===== src/rtl/service_counter_bank_pkg.sv =====
// ----------------------------------------------------------------------------
// service_counter_bank_pkg
// Purpose : Shared definitions for the service counter bank. The ticket/time
//           width and counter count are kept here so the dispatcher and the
//           counter bank agree on them.
// Contents: DT_SZ    - width of ticket number and service time
//           CNTER    - number of service counters
//           srv_state_e - per-counter FSM encoding (idle = 0, serve = 1)
// ----------------------------------------------------------------------------
package service_counter_bank_pkg;

   localparam int unsigned DT_SZ = 4;
   localparam int unsigned CNTER = 3;

   typedef enum logic {
      StIdle  = 1'b0,
      StServe = 1'b1
   } srv_state_e;

endpackage


===== src/rtl/service_counter.sv =====
// ----------------------------------------------------------------------------
// service_counter
// Purpose : One service counter. Latches a ticket and a service time on load,
//           then stays busy for max(dt,1)*TICK_DIV clock cycles, counting the
//           remaining time units down via a clock prescaler.
// Ports   : i_clk       clock, rising edge
//           i_rst       synchronous active-high reset
//           i_ld        load strobe for this counter
//           i_dn        ticket number, valid with i_ld
//           i_dt        service time in units, valid with i_ld
//           o_busy      counter is serving (registered state)
//           o_cur_n     ticket currently / last held
//           o_rem_t     remaining service units
//           o_done      1-cycle pulse after service completes (registered)
//           o_done_nxt  value o_done takes at the next edge (for served count)
//           o_ld_hit    load strobe arrived while serving (rejected)
// ----------------------------------------------------------------------------
module service_counter #(
   parameter int unsigned DT_SZ    = service_counter_bank_pkg::DT_SZ,
   parameter int unsigned TICK_DIV = 4
) (
   input  logic             i_clk,
   input  logic             i_rst,
   input  logic             i_ld,
   input  logic [DT_SZ-1:0] i_dn,
   input  logic [DT_SZ-1:0] i_dt,
   output logic             o_busy,
   output logic [DT_SZ-1:0] o_cur_n,
   output logic [DT_SZ-1:0] o_rem_t,
   output logic             o_done,
   output logic             o_done_nxt,
   output logic             o_ld_hit
);

   import service_counter_bank_pkg::*;

   // A one-bit prescaler is kept even for TICK_DIV == 1; it then never
   // leaves zero because PRE_MAX is zero.
   localparam int unsigned    PRE_W   = (TICK_DIV > 1) ? $clog2(TICK_DIV) : 1;
   localparam logic [PRE_W-1:0] PRE_MAX = PRE_W'(TICK_DIV - 1);

   srv_state_e       r_state;
   srv_state_e       w_state_nxt;
   logic [DT_SZ-1:0] r_cur_n;
   logic [DT_SZ-1:0] w_cur_n_nxt;
   logic [DT_SZ-1:0] r_rem_t;
   logic [DT_SZ-1:0] w_rem_t_nxt;
   logic [PRE_W-1:0] r_pre;
   logic [PRE_W-1:0] w_pre_nxt;
   logic             r_done;
   logic             w_done_nxt;

   // ------------------------------------------------------------------------
   // State register
   // ------------------------------------------------------------------------
   always_ff @(posedge i_clk) begin
      if (i_rst) begin
         r_state <= StIdle;
      end else begin
         r_state <= w_state_nxt;
      end
   end

   // Datapath registers that move together with the FSM
   always_ff @(posedge i_clk) begin
      if (i_rst) begin
         r_cur_n <= '0;
         r_rem_t <= '0;
         r_pre   <= '0;
         r_done  <= 1'b0;
      end else begin
         r_cur_n <= w_cur_n_nxt;
         r_rem_t <= w_rem_t_nxt;
         r_pre   <= w_pre_nxt;
         r_done  <= w_done_nxt;
      end
   end

   // ------------------------------------------------------------------------
   // Next-state logic
   // ------------------------------------------------------------------------
   always_comb begin
      w_state_nxt = r_state;
      w_cur_n_nxt = r_cur_n;
      w_rem_t_nxt = r_rem_t;
      w_pre_nxt   = r_pre;
      w_done_nxt  = 1'b0;
      unique case (r_state)
         StIdle: begin
            if (i_ld) begin
               w_state_nxt = StServe;
               w_cur_n_nxt = i_dn;
               // A zero service time still occupies the counter for one unit.
               w_rem_t_nxt = (i_dt == '0) ? DT_SZ'(1) : i_dt;
               w_pre_nxt   = '0;
            end
         end
         StServe: begin
            // Loads while serving are rejected; only the time base advances.
            if (r_pre == PRE_MAX) begin
               w_pre_nxt = '0;
               if (r_rem_t == DT_SZ'(1)) begin
                  w_state_nxt = StIdle;
                  w_rem_t_nxt = '0;
                  w_done_nxt  = 1'b1;
               end else begin
                  w_rem_t_nxt = r_rem_t - DT_SZ'(1);
               end
            end else begin
               w_pre_nxt = r_pre + PRE_W'(1);
            end
         end
         default: begin
            w_state_nxt = StIdle;
         end
      endcase
   end

   // ------------------------------------------------------------------------
   // Outputs
   // ------------------------------------------------------------------------
   always_comb begin
      o_busy     = (r_state == StServe);
      o_cur_n    = r_cur_n;
      o_rem_t    = r_rem_t;
      o_done     = r_done;
      o_done_nxt = w_done_nxt;
      o_ld_hit   = i_ld && (r_state == StServe);
   end

endmodule


===== src/rtl/service_counter_bank.sv =====
// ----------------------------------------------------------------------------
// service_counter_bank
// Purpose : Bank of CNTER service counters on the counter side of the
//           dispatcher interface. Accepts one-hot (or multi-hot) loads,
//           reports per-counter busy back to the dispatcher, and exposes the
//           ticket being served, completion pulses and a served-ticket total.
// Ports   : i_clk     clock, rising edge
//           i_rst     synchronous active-high reset
//           i_ld      per-counter load strobe
//           i_dn      ticket number, valid with i_ld
//           i_dt      service time in units, valid with i_ld
//           o_busy    per-counter serving flag
//           o_cur_n   ticket held by counter i at [i*DT_SZ +: DT_SZ]
//           o_rem_t   remaining units of counter i at [i*DT_SZ +: DT_SZ]
//           o_done    per-counter 1-cycle completion pulse
//           o_ld_err  1-cycle pulse: a load addressed a busy counter
//           o_served  total completed services, wraps at 2^CNT_W
// All outputs are registered.
// ----------------------------------------------------------------------------
module service_counter_bank #(
   parameter int unsigned DT_SZ    = service_counter_bank_pkg::DT_SZ,
   parameter int unsigned CNTER    = service_counter_bank_pkg::CNTER,
   parameter int unsigned TICK_DIV = 4,
   parameter int unsigned CNT_W    = 8
) (
   input  logic                   i_clk,
   input  logic                   i_rst,
   input  logic [CNTER-1:0]       i_ld,
   input  logic [DT_SZ-1:0]       i_dn,
   input  logic [DT_SZ-1:0]       i_dt,
   output logic [CNTER-1:0]       o_busy,
   output logic [CNTER*DT_SZ-1:0] o_cur_n,
   output logic [CNTER*DT_SZ-1:0] o_rem_t,
   output logic [CNTER-1:0]       o_done,
   output logic                   o_ld_err,
   output logic [CNT_W-1:0]       o_served
);

   import service_counter_bank_pkg::*;

   logic [CNTER-1:0] w_done_nxt;
   logic [CNTER-1:0] w_ld_hit;
   logic [CNT_W-1:0] w_done_cnt;
   logic             r_ld_err;
   logic [CNT_W-1:0] r_served;

   for (genvar g = 0; g < CNTER; g++) begin : g_ctr
      service_counter #(
         .DT_SZ    (DT_SZ),
         .TICK_DIV (TICK_DIV)
      ) u_ctr (
         .i_clk      (i_clk),
         .i_rst      (i_rst),
         .i_ld       (i_ld[g]),
         .i_dn       (i_dn),
         .i_dt       (i_dt),
         .o_busy     (o_busy[g]),
         .o_cur_n    (o_cur_n[g*DT_SZ +: DT_SZ]),
         .o_rem_t    (o_rem_t[g*DT_SZ +: DT_SZ]),
         .o_done     (o_done[g]),
         .o_done_nxt (w_done_nxt[g]),
         .o_ld_hit   (w_ld_hit[g])
      );
   end

   // Count completions from the next-done vector so the total updates in the
   // same cycle the done pulses appear.
   always_comb begin
      w_done_cnt = '0;
      for (int i = 0; i < CNTER; i++) begin
         w_done_cnt = w_done_cnt + CNT_W'(w_done_nxt[i]);
      end
   end

   always_ff @(posedge i_clk) begin
      if (i_rst) begin
         r_ld_err <= 1'b0;
         r_served <= '0;
      end else begin
         r_ld_err <= |w_ld_hit;
         r_served <= r_served + w_done_cnt;
      end
   end

   assign o_ld_err = r_ld_err;
   assign o_served = r_served;

endmodule

===== config.mk =====
export PLATFORM = sky130hd
export DESIGN_NAME = service_counter_bank
export DESIGN_NICKNAME = d
export VERILOG_FILES = /design/src/rtl/service_counter_bank_pkg.sv /design/src/rtl/service_counter.sv /design/src/rtl/service_counter_bank.sv
export SDC_FILE = /design/constraint.sdc
export NUM_CORES = 1
export LEC_CHECK = 0
export BUFFER_PORTS_ARGS = -buffer_cell sky130_fd_sc_hd__buf_4
export CELL_PAD_IN_SITES_DETAIL_PLACEMENT = 2
export CELL_PAD_IN_SITES_GLOBAL_PLACEMENT = 2
export CORE_MARGIN = 5
export CORE_UTILIZATION = 33
export DETAILED_ROUTE_END_ITERATION = 12
export MAX_ROUTING_LAYER = met4
export PLACE_DENSITY = 0.84
export SLEW_MARGIN = 20
export SYNTH_ARGS = -nofsm -noshare
export SYNTH_HDL_FRONTEND = slang
export SYNTH_SLANG_ARGS = --single-unit

===== constraint.sdc =====
create_clock -name i_clk -period 7.4 [get_ports i_clk]
set_input_delay 0.37 -clock i_clk [delete_from_list [all_inputs] [get_ports i_clk]]
set_output_delay 0.37 -clock i_clk [all_outputs]
set_load 0.02 [all_outputs]

# Word level (Yosys, flattened, before mapping)
# Index checks and enable logic that the tools add are counted.
[totals]
regBits = 45
inputBits = 13
out_inout_bits = 39
elab_cells = 95
[classes]
n_addsub = 9
eq_ne = 12
muxes = 43
bitwise_logic = 3
n_reduce_logical = 11
[ops]
columns = ["cell", "n"]
rows = [
  ["4-bit 2-to-1 mux", 10],
  ["4-bit one-hot mux with 2 select lines", 3],
  ["1-bit 2-to-1 mux", 18],
  ["4-bit by 1-bit equality test with 1-bit output, second input constant", 3],
  ["2-bit 2-to-1 mux", 6],
  ["2-bit inequality test, second input constant", 6],
  ["2-bit one-hot mux with 2 select lines", 3],
  ["2-bit AND reduction", 6],
  ["4-bit by 1-bit subtractor with 4-bit output, second input constant", 3],
  ["8-bit by 3-bit adder with 8-bit output", 1],
  ["2-bit by 1-bit adder with 2-bit output, second input constant", 3],
  ["2-bit equality test, second input constant", 3],
  ["1-bit one-hot mux with 2 select lines", 3],
  ["4-bit logical NOT", 1],
  ["2-bit by 1-bit adder with 3-bit output", 1],
  ["1-bit logical AND", 3],
  ["1-bit inverter", 3],
  ["3-bit OR reduction", 1],
  ["1-bit by 1-bit adder with 2-bit output", 1],
]

# Depth between registers and ports, before layout
# Gate-level depths: netlist of the first run.
[depth]
ltp_word = 7
ltp_mapped = 10
mapped_depth_nobuf = 10

# By module
# Synthesis of the first run repeated with hierarchy kept, for this count alone.
[unflattened]
hier_cells = 254
hier_area_um2 = 2183.3
[modules_own_cells]
columns = ["module", "instances", "cells_each", "area_each_um2", "seq_area_each_um2"]
rows = [
  ["service_counter", 3, 70, 588.1, 240.2],
  ["service_counter_bank", 1, 44, 419.2, 180.2],
]

# Worst setup path before layout of the first run
# OpenSTA, ideal clock, no wires.
[synth_timing]
path_kind = "register to register"
from = "register g_ctr[0].u_ctr.r_rem_t[0]"
to = "register r_served[4] (netlist: o_served[4])"
setup_time_ps = 128
arrival_time_ps = 2710
t_required_ps = 7272
path_slack_ps = 4563
stages_incl_launch_ff = 10
n_path_buf = 0
period_less_slack_ps = 2837
cell_sequence = "dfxtp_1 ha_1 or3b_2 nor2_1 fa_1 ha_1 fa_1 nand3_1 xor2_1 nor2_1"
[synth_via]
elab_chain_len = 7
[synth_lines]
columns = ["item", "line_no", "rtl"]
rows = [
  ["start, declared", "service_counter.sv:46", "logic [DT_SZ-1:0] r_rem_t;"],
  ["start signal, assigned", "service_counter.sv:73", "r_rem_t <= w_rem_t_nxt;"],
  ["4-bit by 1-bit equality test with 1-bit output", "service_counter.sv:102", "if (r_rem_t == DT_SZ'(1)) begin"],
  ["1-bit 2-to-1 mux", "service_counter.sv:102", ""],
  ["1-bit 2-to-1 mux", "service_counter.sv:100", "if (r_pre == PRE_MAX) begin"],
  ["1-bit 2-to-1 mux", "service_counter.sv:88", "unique case (r_state)"],
  ["net g_ctr[0].u_ctr.o_done_nxt", "service_counter.sv:31", "output logic o_done_nxt,"],
  ["1-bit by 1-bit adder with 2-bit output", "service_counter_bank.sv:71", "w_done_cnt = w_done_cnt + CNT_W'(w_done_nxt[i]);"],
  ["2-bit by 1-bit adder with 3-bit output", "service_counter_bank.sv:71", ""],
  ["8-bit by 3-bit adder with 8-bit output", "service_counter_bank.sv:81", "r_served <= r_served + w_done_cnt;"],
  ["end signal, assigned", "service_counter_bank.sv:81", ""],
  ["end, declared", "service_counter_bank.sv:45", "logic [CNT_W-1:0] r_served;"],
]
# The timed path passes the listed nets, and every way through them passes these cells.
# A chain may end at the register's enable or synchronous reset.

# Worst setup path in the final report of the first run
[layout_timing]
from = "register g_ctr[2].u_ctr.r_rem_t[0]"
to = "register r_served[4] (netlist: o_served[4])"
[layout_via]
elab_chain_len = 6
[layout_lines]
columns = ["item", "line_no"]
rows = [
  ["start, declared", "service_counter.sv:46"],
  ["start signal, assigned", "service_counter.sv:73"],
  ["4-bit by 1-bit equality test with 1-bit output", "service_counter.sv:102"],
  ["1-bit 2-to-1 mux", "service_counter.sv:102"],
  ["1-bit 2-to-1 mux", "service_counter.sv:100"],
  ["1-bit 2-to-1 mux", "service_counter.sv:88"],
  ["net g_ctr[2].u_ctr.o_done_nxt", "service_counter.sv:31"],
  ["2-bit by 1-bit adder with 3-bit output", "service_counter_bank.sv:71"],
  ["8-bit by 3-bit adder with 8-bit output", "service_counter_bank.sv:81"],
]
# The timed path passes the listed nets, and every way through them passes these cells.

==> flow_summary.toml, run 1 <==
[sta]
worst_slack_ns = 4.35
final_hold_viol_count = 0
final-max-slew-violation-count = 0
maxClockFrequency_ghz = 0.328
tightestPinTransition_ns = 0.712
grt_setup_unrepaired = "no"
fin_tns_setup_ns = 0
final.period_utilization = 0.412
max-slew-margin-rel = 0.525
finalCriticalPeriod_ns = 3.05
setup_violations = 0
final.setup_skew_ns = 0.0107

[setup_path]
crit_end_category = "register"
critical_path.max_fanout = 6
critPathKind = "register to register"
worstSetupStartpoint = "g_ctr[2].u_ctr.o_rem_t[0]$_SDFFE_PP0P_"
worst_r2r_startpoint = "g_ctr[2].u_ctr.o_rem_t[0]$_SDFFE_PP0P_"
critical_path_data_arrival_time_ns = 3.23
start_kind = "register"
crit_required_ns = 7.58
worstRegToRegCells = 9

[floorplanning]
fp.dieArea_um2 = 8250
start_util = 0.340
ios = 52
fp.dieW_um = 90.9
rows = 29
die_h_um = 90.9
coreArea_um2 = 6350

[layout]
insertedDiodeCount = 0
num-nets-final = 317
final_layout_size_suffix_gt1_frac = 0.230
final_core_utilization = 0.408
synthToLayoutAreaGrowth_pct = 20.2
final-instance-count-excl-fill = 368

[yosys]
synth.lib_cells_used.distinct = 34
synth.ff_latch_count = 45
average_footprint_of_a_synthesized_cell_um2 = 8.43
synth.yosys.seq_area_share = 0.418
yosysWarningCount = 0
net_count_after_synthesis = 282
netlist_instances = 256
netlist_area_um2 = 2160

[clock_network]
register_clock_pin_slew_on_the_reported_worst_setup_and_hold_paths_ns = 0.09
numCtsBuffers = 5
clock_tree_from_tritoncts = "done"
clk_path_buf_depth = 2
cts.htree.levels = 2
hold_buffers = 0
clkLatencyLatePin_ns = 0.30
cts-root-buf = "sky130_fd_sc_hd__clkbuf_8"
cts_num_sinks = 45
post_cts.resized_instances = 0
post_cts.repair.setup_buffers = 0

[drt]
postRouteWirelength_um = 6420
drt_first_pass_iters = 4
route.antenna.remaining_nets = 0
detail_routed_via_count_per_cell = 5.30
vias = 1950
drt_drc_violations_left = 0
drt-initial-drc-count = 85
drt-wirelength-per-cell_um = 17.5

[min_path]
type_of_the_most_critical_hold_path = "input pin to register"
worstHoldStart = "i_dn[1]"
depth_of_the_worst_hold_timing_path = 3

[power]
power.leakage_uw = 0.00107
power-per-cell-area_nw_per_um2 = 201
ir_drop_v = 0.0000747

[place]
dp_cells = 361
numPortBuffers = 51
detailed_place_hpwl_um = 4790
gp_congestion = 0.789
preCtsSetupSlack_ns = 4.40

[global_routing]
gr-usage-all-layers = 0.165
number_of_antenna_violations_at_the_first_check_in_global_routing = 0
pin_count_of_the_biggest_net_entering_global_routing = 49
first_global_vias = 2124
global_route_wire_length_before_repair_um = 10800
gr-total-overflow = 0

[outcome]
result_of_the_run = "completed"

[run]
max_cap_violations = 0
==> worst max-delay path, stage by stage (launching register included) <==
cell and delay, ns:
sky130_fd_sc_hd__dfxtp_1 0.43, sky130_fd_sc_hd__ha_1 0.20, sky130_fd_sc_hd__or3b_2 0.51, sky130_fd_sc_hd__nor2_1 0.25, sky130_fd_sc_hd__fa_1 0.49, sky130_fd_sc_hd__ha_1 0.25
sky130_fd_sc_hd__fa_1 0.46, sky130_fd_sc_hd__nand3_1 0.14, sky130_fd_sc_hd__xor2_1 0.15, sky130_fd_sc_hd__nor2_1 0.05
==> where the power goes <==
part	switching, uW	leakage [uW]	internal, uW	total, uW
Sequential	14.0	0.000369	255	269
Combinational	55.1	0.000660	38.4	93.5
Clock	84.7	0.0000433	73.9	159
Total	154	0.00107	367	521
==> path summary, 6_finish.rpt <==
check / end / slack, ns
setup reg to reg: o_served[4]$_SDFF_PP0_ / 4.35
setup / recovery: o_served[4]$_SDFF_PP0_ / 4.35
hold / removal: g_ctr[1].u_ctr.o_cur_n[1]$_SDFFE_PP0P_ / 0.33
hold reg to reg: g_ctr[2].u_ctr.o_cur_n[0]$_SDFFE_PP0P_ / 0.46
==> state kept, by name, summed over array words and instances, names as in the netlist <==
name and count:
g_ctr.u_ctr.o_done 3, g_ctr.u_ctr.r_pre 6, g_ctr.u_ctr.o_cur_n 12, o_served 8
g_ctr.u_ctr.o_busy 3, g_ctr.u_ctr.o_rem_t 12, o_ld_err 1
==> cell usage in the layout (no fill, tap or decap), types with 2 or more instances in the layout <==
master	n
sky130_fd_sc_hd__buf_4	51
sky130_fd_sc_hd__dfxtp_1	45
sky130_fd_sc_hd__nor2_1	31
sky130_fd_sc_hd__nand2_1	30
sky130_fd_sc_hd__a21oi_1	25
sky130_fd_sc_hd__nor3_1	19
sky130_fd_sc_hd__ha_1	11
sky130_fd_sc_hd__inv_1	9
sky130_fd_sc_hd__o21ai_0	9
sky130_fd_sc_hd__nand3_1	8
sky130_fd_sc_hd__clkbuf_8	6
sky130_fd_sc_hd__nor2b_1	5
sky130_fd_sc_hd__nor3b_1	5
sky130_fd_sc_hd__a2111oi_2	4
sky130_fd_sc_hd__or3b_2	3
sky130_fd_sc_hd__nand2b_1	3
sky130_fd_sc_hd__a221oi_1	3
sky130_fd_sc_hd__o41ai_1	3
sky130_fd_sc_hd__mux2i_1	3
sky130_fd_sc_hd__a2111oi_1	2
sky130_fd_sc_hd__and2_0	2
sky130_fd_sc_hd__or3_1	2
sky130_fd_sc_hd__fa_1	2
==> synthesized netlist by cell type <==
cell                         n  share of area
sky130_fd_sc_hd__buf_4       9          0.031
sky130_fd_sc_hd__nor3b_1     5          0.017
sky130_fd_sc_hd__ha_1       11          0.064
sky130_fd_sc_hd__fa_1        2          0.019
sky130_fd_sc_hd__o31ai_1     1         0.0035
sky130_fd_sc_hd__clkbuf_1    4         0.0070
sky130_fd_sc_hd__a2111oi_1   2         0.0093
sky130_fd_sc_hd__and2_0      2         0.0058
sky130_fd_sc_hd__or3b_2      3          0.012
sky130_fd_sc_hd__mux2i_1     3          0.014
sky130_fd_sc_hd__o41ai_1     3          0.012
sky130_fd_sc_hd__xor2_1      1         0.0041
sky130_fd_sc_hd__or4_1       1         0.0035
sky130_fd_sc_hd__nand3_1     8          0.019
sky130_fd_sc_hd__a22oi_1     1         0.0035
sky130_fd_sc_hd__a222oi_1    1         0.0046
sky130_fd_sc_hd__nor3_1     19          0.044
sky130_fd_sc_hd__or3_1       2         0.0058
sky130_fd_sc_hd__clkbuf_2    5          0.012
sky130_fd_sc_hd__inv_1       9          0.016
sky130_fd_sc_hd__a2111oi_2   4          0.028
sky130_fd_sc_hd__nand4_2     1         0.0058
sky130_fd_sc_hd__xnor2_1     1         0.0041
sky130_fd_sc_hd__o21ai_0     9          0.021
sky130_fd_sc_hd__nand2b_1    3         0.0087
sky130_fd_sc_hd__nand2_1    30          0.052
sky130_fd_sc_hd__a221oi_1    3          0.012
sky130_fd_sc_hd__nor2b_1     5          0.015
sky130_fd_sc_hd__and2_1      1         0.0029
sky130_fd_sc_hd__buf_2       5          0.012
sky130_fd_sc_hd__a21oi_1    25          0.058
sky130_fd_sc_hd__nor2_1     31          0.054
sky130_fd_sc_hd__dfxtp_1    45           0.42
sky130_fd_sc_hd__or3_2       1         0.0035
==> cell type report <==
| cell class | instances | area, um^2 |
|---|---|---|
| tap | 77 | 96.3 |
| multi-input combinational | 179 | 1090 |
| clock buffer | 6 | 82.6 |
| timing repair buffer | 51 | 383 |
| clock inverter | 1 | 7.51 |
| sequential | 45 | 901 |
| inverter | 9 | 33.8 |
| fill | 715 | 3760 |
==> layer usage <==
layer,vias to the layer above,GRT usage,wire (um)
li1,940,-,-
met1,971,0.196,2850
met2,31,0.281,3310
met3,8,0.0375,181
met4,0,0.0403,74
met5,-,-,0
==> per-stage QoR <==
stage / cell area [um^2] / hold slack, ns / power, uW
global route: 2590 / 0.319 / 552
global placement: 2500 / 0.442 / 364
floorplan: 2160 / 0.488 / 332
detailed placement: 2500 / 0.455 / 369
CTS: 2590 / 0.322 / 531
finish: 2590 / 0.329 / 521
==> kinds of logic after synthesis <==
family | count (synthesis) | share of synthesized area
simple gates | 112 | 0.249
compound gates | 49 | 0.152
flops | 45 | 0.418
buf+inv | 32 | 0.0771
fa+ha+maj | 13 | 0.0824
mux | 3 | 0.0139
xor+xnor | 2 | 0.00812
(Power assumes the default switching activity.)
==> run 2, diff against run 1 <==
--- a/config.mk
+++ b/config.mk
@@ -9,10 +9,10 @@
 export CELL_PAD_IN_SITES_DETAIL_PLACEMENT = 2
 export CELL_PAD_IN_SITES_GLOBAL_PLACEMENT = 2
 export CORE_MARGIN = 5
-export CORE_UTILIZATION = 33
+export CORE_UTILIZATION = 31
 export DETAILED_ROUTE_END_ITERATION = 12
 export MAX_ROUTING_LAYER = met4
-export PLACE_DENSITY = 0.84
+export PLACE_DENSITY = 0.79
 export SLEW_MARGIN = 20
 export SYNTH_ARGS = -nofsm -noshare
 export SYNTH_HDL_FRONTEND = slang
==> constraint.sdc (replaced) <==
create_clock -name i_clk -period 3.05 [get_ports i_clk]
set_input_delay 0.1525 -clock i_clk [delete_from_list [all_inputs] [get_ports i_clk]]
set_output_delay 0.1525 -clock i_clk [all_outputs]
set_load 0.02 [all_outputs]
==> run 2 against run 1 <==
Effect of this change:
- cell area increased by 1.5%
- sequential power rose by 140%
- core utilization decreased by 2.1 points
- critical endpoint unchanged
- largest cell class unchanged
==> flow_summary.toml, run 2 (synthesized netlist as in run 1, its figures left out) <==
[outcome]
result_of_the_run = "completed"

[floorplanning]
fp.dieW_um = 93.4
start_util = 0.317
die_h_um = 93.4
ios = 52
rows = 30
fp.dieArea_um2 = 8730
coreArea_um2 = 6790

[drt]
drt_drc_violations_left = 0
drt-initial-drc-count = 101
drt_first_pass_iters = 4
route.antenna.remaining_nets = 0
vias = 1959
postRouteWirelength_um = 6680
detail_routed_via_count_per_cell = 5.06
drt-wirelength-per-cell_um = 17.3

[global_routing]
gr-total-overflow = 0
grt_util_met1 = 0.204
global_route_wire_length_before_repair_um = 11000
grt_most_used_layer = "met2"
pin_count_of_the_biggest_net_entering_global_routing = 49
grt.met3_usage = 0.0298
number_of_antenna_violations_at_the_first_check_in_global_routing = 0
use_met2 = 0.277
gr-usage-all-layers = 0.163
first_global_vias = 2124

[clock_network]
register_clock_pin_slew_on_the_reported_worst_setup_and_hold_paths_ns = 0.08
hold_buffers = 0
clk_path_buf_depth = 2
post_cts.resized_instances = 1
clock_tree_from_tritoncts = "done"
post_cts.repair.setup_buffers = 0
clkLatencyLatePin_ns = 0.30
numCtsBuffers = 5
cts_num_sinks = 45
cts.htree.levels = 2
cts-root-buf = "sky130_fd_sc_hd__clkbuf_8"

[setup_path]
worstRegToRegCells = 10
start_kind = "register"
crit_end_category = "register"
critPathKind = "register to register"
worst_r2r_startpoint = "g_ctr[2].u_ctr.o_rem_t[1]$_SDFFE_PP0P_"
timing.reg2reg.setup_slack_ns = 0.21
critical_path.max_fanout = 4
critical_path.reg2reg.endpoint = "o_served[4]$_SDFF_PP0_"
worstSetupStartpoint = "g_ctr[2].u_ctr.o_rem_t[1]$_SDFFE_PP0P_"
crit_required_ns = 3.22
crit_path_end = "o_served[4]$_SDFF_PP0_"
critical_path_data_arrival_time_ns = 3.01

[sta]
finalCriticalPeriod_ns = 2.84
grt_setup_unrepaired = "no"
fin_tns_setup_ns = 0
final.period_utilization = 0.930
final_hold_viol_count = 0
final.setup_skew_ns = 0.00500
maxClockFrequency_ghz = 0.353
setup_violations = 0
final-max-slew-violation-count = 0
fin_worst_hold_slack_ns = 0.115
tightestPinTransition_ns = 0.914
max-slew-margin-rel = 0.389

[place]
gp_congestion = 0.788
numPortBuffers = 51
detailed_place_hpwl_um = 4850

[layout]
mostFrequentLayoutCell = "sky130_fd_sc_hd__buf_4"
insertedDiodeCount = 0
n_fill_cell = 775
num-nets-final = 317
layout_common_cells = "sky130_fd_sc_hd__buf_4 (51), sky130_fd_sc_hd__dfxtp_1 (43), sky130_fd_sc_hd__nand2_1 (30)"
final_layout_size_suffix_gt1_frac = 0.241
synthToLayoutAreaGrowth_pct = 22.1

[power]
power.leakage_uw = 0.00108
power-per-cell-area_nw_per_um2 = 480
ir_drop_v = 0.000154

[min_path]
type_of_the_most_critical_hold_path = "input pin to register"

[run]
max_cap_violations = 0
run 2: cell types whose count changed in the layout (fill, tap and decap cells not counted):
cell	change
sky130_fd_sc_hd__or3b_4	+1
sky130_fd_sc_hd__dfxtp_2	+2
sky130_fd_sc_hd__nor2_4	+2
sky130_fd_sc_hd__or3b_2	-1
sky130_fd_sc_hd__dfxtp_1	-2
sky130_fd_sc_hd__clkinvlp_4	-1
sky130_fd_sc_hd__clkbuf_1	+1
sky130_fd_sc_hd__nor2_1	-2
run 2: metrics by stage:
stage	util	cells	total power (uW)	setup WS, ns	area, um^2
2_1_floorplan	-	256	805	0.213	2160
3_3_place_gp	0.372	380	887	0.206	2530
3_5_place_dp	0.372	380	897	0.0831	2530
6_report	0.388	387	1260	0.214	2630
4_1_cts	0.385	387	1290	0.0277	2620
5_1_grt	0.388	387	1330	0.0410	2630
run 2: worst min-delay path by stage:
stage,depth (start not counted),start,slack (ns),endpoint
final,3,i_dn[3],0.12,g_ctr[2].u_ctr.o_cur_n[3]$_SDFFE_PP0P_
after global routing,3,i_dn[1],0.12,g_ctr[1].u_ctr.o_cur_n[1]$_SDFFE_PP0P_
after CTS,3,i_dn[1],0.10,g_ctr[2].u_ctr.o_cur_n[1]$_SDFFE_PP0P_
after detailed placement,3,i_dn[1],0.43,g_ctr[2].u_ctr.o_cur_n[1]$_SDFFE_PP0P_
after global placement,3,i_dn[3],0.42,g_ctr[1].u_ctr.o_cur_n[3]$_SDFFE_PP0P_
after floorplan,2,i_dn[0],0.29,g_ctr[0].u_ctr.o_cur_n[0]$_SDFFE_PP0P_
run 2: metal layers:
| layer | share of wire | routed length [um] |
|---|---|---|
| met1 | 0.45 | 2980 |
| met2 | 0.51 | 3430 |
| met3 | 0.032 | 216 |
| met4 | 0.0085 | 57 |
| met5 | 0 | 0 |
run 2: cell type report:
type                            instances  area, um^2  area share
Timing Repair Buffer                   51         383       0.145
Sequential cell                        45         903       0.343
Inverter                                9        33.8      0.0128
Tap cell                               96         120      0.0456
Multi-Input combinational cell        179        1110       0.420
Clock buffer                            7        86.3      0.0328
run 2: worst max-delay path: stages (launching register included):
cell	delay [ns]
sky130_fd_sc_hd__dfxtp_1	0.34
sky130_fd_sc_hd__inv_1	0.08
sky130_fd_sc_hd__ha_1	0.16
sky130_fd_sc_hd__or3b_2	0.52
sky130_fd_sc_hd__nor2_4	0.14
sky130_fd_sc_hd__fa_1	0.44
sky130_fd_sc_hd__ha_1	0.25
sky130_fd_sc_hd__fa_1	0.43
sky130_fd_sc_hd__nand3_1	0.13
sky130_fd_sc_hd__xor2_1	0.16
sky130_fd_sc_hd__nor2_1	0.05
run 2: power by group:
| group | total (uW) | internal (uW) | leakage, uW | switching, uW |
|---|---|---|---|---|
| Clock | 383 | 180 | 0.0000443 | 202 |
| Combinational | 229 | 94.1 | 0.000662 | 135 |
| Sequential | 653 | 618 | 0.000370 | 34.5 |
| Total | 1260 | 893 | 0.00108 | 372 |
